`src/rtl/maze_tile_arbiter.sv`:
```
// Round-robin tile-memory arbiter: one grant per cycle, response exactly MEM_LAT cycles after gnt.
// No backpressure on responses; freeze stalls new grants while in-flight queries drain.
module maze_tile_arbiter #(
   parameter int NREQ    = 5,
   parameter int MEM_LAT = 1,
   parameter int XTILES  = 28
) (
   input  logic                 clk,
   input  logic                 rst,
   input  logic [NREQ-1:0]      req,
   input  logic [NREQ*12-1:0]   req_tile,
   input  logic                 freeze,
   output logic [NREQ-1:0]      gnt,
   output logic                 mem_en,
   output logic [11:0]          mem_addr,
   input  logic [1:0]           mem_rdata,
   output logic [NREQ-1:0]      rsp_valid,
   output logic [1:0]           rsp_info,
   output logic                 busy
);

   localparam int PW = (NREQ > 1) ? $clog2(NREQ) : 1;

   logic [PW-1:0]   r_ptr;
   logic [NREQ-1:0] r_gnt;
   logic            r_mem_en;
   logic [11:0]     r_mem_addr;
   logic            r_forced;
   logic [NREQ-1:0] r_pv [MEM_LAT];
   logic            r_pf [MEM_LAT];

   logic [NREQ-1:0] w_cand;
   logic            w_found;
   logic [PW-1:0]   w_win;
   logic [PW-1:0]   w_next;
   logic [11:0]     w_tile;
   logic            w_offmaze;
   logic            w_grant;
   logic            w_busy;

   // The requester holding gnt this cycle sits out, so a level req is never granted twice in a row.
   assign w_cand = req & ~r_gnt;

   always_comb begin
      int idx;
      w_found = 1'b0;
      w_win   = '0;
      idx     = 0;
      for (int k = 0; k < NREQ; k++) begin
         idx = int'(r_ptr) + k;
         if (idx >= NREQ) idx = idx - NREQ;
         if (!w_found && w_cand[idx]) begin
            w_found = 1'b1;
            w_win   = PW'(idx);
         end
      end
   end

   assign w_next    = (w_win == PW'(NREQ-1)) ? '0 : w_win + 1'b1;
   assign w_tile    = req_tile[int'(w_win)*12 +: 12];
   assign w_offmaze = int'(w_tile[11:6]) >= XTILES;
   assign w_grant   = w_found && !freeze;

   always_ff @(posedge clk or negedge rst) begin
      if (!rst) begin
         r_ptr      <= '0;
         r_gnt      <= '0;
         r_mem_en   <= 1'b0;
         r_mem_addr <= '0;
         r_forced   <= 1'b0;
         for (int s = 0; s < MEM_LAT; s++) begin
            r_pv[s] <= '0;
            r_pf[s] <= 1'b0;
         end
      end else begin
         r_gnt    <= '0;
         r_mem_en <= 1'b0;
         r_forced <= 1'b0;
         if (w_grant) begin
            r_gnt    <= NREQ'(1) << w_win;
            r_ptr    <= w_next;
            r_forced <= w_offmaze;
            // Tunnel tiles never touch memory; mem_addr keeps its previous value.
            if (!w_offmaze) begin
               r_mem_en   <= 1'b1;
               r_mem_addr <= w_tile;
            end
         end
         r_pv[0] <= r_gnt;
         r_pf[0] <= r_forced;
         for (int s = 1; s < MEM_LAT; s++) begin
            r_pv[s] <= r_pv[s-1];
            r_pf[s] <= r_pf[s-1];
         end
      end
   end

   always_comb begin
      w_busy = |r_gnt;
      for (int s = 0; s < MEM_LAT; s++) w_busy = w_busy | (|r_pv[s]);
   end

   assign gnt       = r_gnt;
   assign mem_en    = r_mem_en;
   assign mem_addr  = r_mem_addr;
   assign rsp_valid = r_pv[MEM_LAT-1];
   assign rsp_info  = (|r_pv[MEM_LAT-1] && !r_pf[MEM_LAT-1]) ? mem_rdata : 2'b00;
   assign busy      = w_busy;

endmodule

```
`config.mk`:
```
export PLATFORM = sky130hd
export DESIGN_NAME = maze_tile_arbiter
export DESIGN_NICKNAME = d
export VERILOG_FILES = /design/src/rtl/maze_tile_arbiter.sv
export SDC_FILE = /design/constraint.sdc
export NUM_CORES = 1
export LEC_CHECK = 0
export ABC_AREA = 1
export BUFFER_PORTS_ARGS = -buffer_cell sky130_fd_sc_hd__buf_2
export CORE_MARGIN = 8
export CORE_UTILIZATION = 37
export DETAILED_ROUTE_END_ITERATION = 6
export PLACE_DENSITY = 0.68
export SYNTH_ARGS = -nofsm -noshare
export SYNTH_HDL_FRONTEND = slang
export SYNTH_SLANG_ARGS = --single-unit
```
`constraint.sdc`:
```
create_clock -name clk -period 8 [get_ports clk]
set_input_delay 0 -clock clk [delete_from_list [all_inputs] [get_ports clk]]
set_output_delay 0 -clock clk [all_outputs]
set_load 0.05 [all_outputs]
```
==> impl_metrics.env <==
export IMPL_ys_ff_latch=28
export IMPL_die_w_um=104
export IMPL_rsz0062_at_grt="no"
export IMPL_cp_common_cell="nand2_1"
export IMPL_clk_path_buf_depth=2
export IMPL_ioPinCount=96
export IMPL_final_cell_mix="163 x nand2_1, 95 x buf_2, 85 x nand3_1"
export IMPL_worst_setup_path_start_kind="flop"
export IMPL_antenna_cells=0
export IMPL_start_util=0.376
export IMPL_hold_buffers=1
export IMPL_crit_family="simple AND/OR/NAND/NOR gates"
export IMPL_vias_per_cell=4.96
export IMPL_top_layer="met4"
export IMPL_antenna_found_initial=0
export IMPL_numClockSinks=28
export IMPL_die_area_um2=10800
export IMPL_grt_pass1_wl_mm=14.2
export IMPL_yosysSeqAreaShare=0.245
export IMPL_yosys_warnings=0
export IMPL_rows=32
export IMPL_final_period_utilization=0.526
export IMPL_drt_first_pass_iters=6
export IMPL_wl_met2_mm=3.65
export IMPL_insertion_delay_ns=0.27
export IMPL_vias=3172
export IMPL_synth_distinct_cells=32
export IMPL_worst_path_buf_inv=5
export IMPL_syn_area_um2=2860
export IMPL_cp_arrival_ns=4.37
export IMPL_setup_violations=0
export IMPL_grt_usage=0.151
export IMPL_wl_per_cell_um=13.3
export IMPL_place_hpwl_mm=6.99
export IMPL_wl_met3_um=565
export IMPL_crit_type="flop to flop"
export IMPL_tightestPinTransition_ns=0.589
export IMPL_cts_root_buffer="clkbuf_8"
export IMPL_required_ns=8.16
export IMPL_r2r_end="mem_addr[3]"
export IMPL_cp_startpoint="r_ptr[0]"
export IMPL_areaGrowthSynthToFinish_pct=20.4
export IMPL_fp_dieH_um=104
export IMPL_worst_path_max_delay_cell="dfrtp_1"
export IMPL_overflow=0
export IMPL_drive_above_1_share=0.259
export IMPL_maxSlewViolCount=0
export IMPL_initialDrtViolationCount=198
export IMPL_timing_rr_start="r_ptr[0]"
export IMPL_holdPathEnd="mem_addr[0]"
export IMPL_crit_path_max_fanout=27
export IMPL_drcViolationCount=0
export IMPL_cts_made_buffers=3
export IMPL_hold_class="input pin to flop"
export IMPL_slowest_delay_ns=0.69
export IMPL_ant_nets=0
export IMPL_post_cts_buffers=0
export IMPL_ff2ff_path_depth=25
export IMPL_drt_total_wl_mm=8.51
export IMPL_slew_headroom=0.607
export IMPL_min_path_cells=5
export IMPL_syn_inst=450
export IMPL_final_common_cell="nand2_1"
export IMPL_clock_skew_ns=0.00472
export IMPL_htree_levels=1
export IMPL_outcome="completed"
export IMPL_placement_io_buffers=95
export IMPL_hold_viol=0
export IMPL_end_kind="flop"
export IMPL_period_needed_ns=4.21
export IMPL_syn_area_per_cell_um2=6.35
export IMPL_clk_pin_slew_ns=0.09
export IMPL_place_gp_congestion=0.918
export IMPL_grt_max_degree=29
export IMPL_cts_tree="done"
export IMPL_syn_nets=538
export IMPL_ctsResizeCount=0
export IMPL_grt_pass1_vias=3109
export IMPL_wl_met1_mm=4.21
export IMPL_coreArea_um2=7610
export IMPL_fin_setup_tns_ns=0
export IMPL_fin_nets=626
export IMPL_fmax_ghz=0.238
export IMPL_hold_path_startpoint="req_tile[48]"
export IMPL_r2r_slack_ns=3.79
export IMPL_cap_violations=0
==> state kept, by name (all words and copies together), names as in the netlist <==
register / count
rsp_valid: 5
r_pf: 1
r_forced: 1
mem_en: 1
r_ptr: 3
mem_addr: 12
gnt: 5
==> layer usage <==
layer	GRT usage	vias to the layer above
met1	0.212	1422
li1	-	1626
met2	0.228	115
met4	0.0393	0
met5	0	-
met3	0.0322	9
==> worst max path at each step <==
| stage | end | slack [ns] | cells past startpoint |
|---|---|---|---|
| floorplan | r_ptr[2] | 4.53 | 22 |
| global placement | mem_addr[9] | 3.95 | 25 |
| detailed placement | mem_addr[3] | 3.83 | 25 |
| CTS | mem_addr[3] | 3.81 | 25 |
| global route | mem_addr[3] | 3.28 | 25 |
| finish | mem_addr[3] | 3.79 | 25 |
==> area by class of cell <==
type	count	area (um^2)
Timing Repair Buffer	96	485
Clock buffer	3	41.3
Clock inverter	1	30.0
Fill cell	818	4170
Inverter	50	188
Sequential cell	28	701
Multi-Input combinational cell	359	1870
Tap cell	102	128
==> worst register-to-register path, delay by kind of cell, from the launching register on <==
kind,cells,cell delay [ns]
buffers and inverters,5,0.79
AND/OR/NAND/NOR,17,2.06
adder cells (fa/ha/maj),2,0.41
flip-flops,1,0.69
AO/OA/AOI/OAI,1,0.11
==> cell families (layout without fill, tap and decap cells) <==
group                      count (synthesis)  after routing  share of synthesized area
and+or+nand+nor                          319            319                      0.530
buffers and inverters                     63            150                      0.102
DFF                                       28             28                      0.245
AOI/OAI and AO/OA                         19             19                     0.0355
adders and majority gates                 18             18                     0.0788
xor gates and xnor gates                   3              3                    0.00920
==> synthesized netlist by cell type <==
cell type / count / area share
nor3_1: 1 / 0.0017
o21ai_0: 9 / 0.016
xor2_1: 2 / 0.0061
o22ai_1: 1 / 0.0022
nand3b_1: 1 / 0.0026
clkinv_1: 1 / 0.0013
nand3_4: 1 / 0.0061
or2_2: 2 / 0.0044
inv_1: 41 / 0.054
o211ai_1: 2 / 0.0053
a21oi_1: 1 / 0.0017
dfrtp_1: 28 / 0.25
buf_4: 5 / 0.013
nor4_1: 1 / 0.0022
nand3_1: 85 / 0.15
nand2_4: 3 / 0.012
buf_6: 4 / 0.016
nor2_1: 18 / 0.024
nor3b_1: 1 / 0.0026
or2_0: 1 / 0.0022
o21ai_1: 6 / 0.011
nor2_8: 1 / 0.0070
inv_2: 8 / 0.011
ha_1: 18 / 0.079
nand4_1: 16 / 0.035
nand4_2: 1 / 0.0044
nor2_2: 2 / 0.0044
nand2_2: 14 / 0.031
nand3_2: 8 / 0.028
xnor2_1: 1 / 0.0031
nand2_1: 163 / 0.21
buf_2: 4 / 0.0070
==> metrics by stage <==
stage | area, um^2 | hold slack, ns | std cells | util | setup WS, ns
finish | 3440 | 0.0917 | 639 | 0.452 | 3.79
global placement | 3360 | 0.0286 | 634 | 0.441 | 3.95
global route | 3440 | 0.124 | 639 | 0.452 | 3.28
CTS | 3440 | 0.0985 | 639 | 0.452 | 3.81
detailed placement | 3360 | 0.0363 | 634 | 0.441 | 3.83
floorplan | 2860 | -0.296 | 450 | - | 4.53
Power is not shown: default switching activity piles up to over one toggle a cycle in this logic, so the estimate is an artifact.
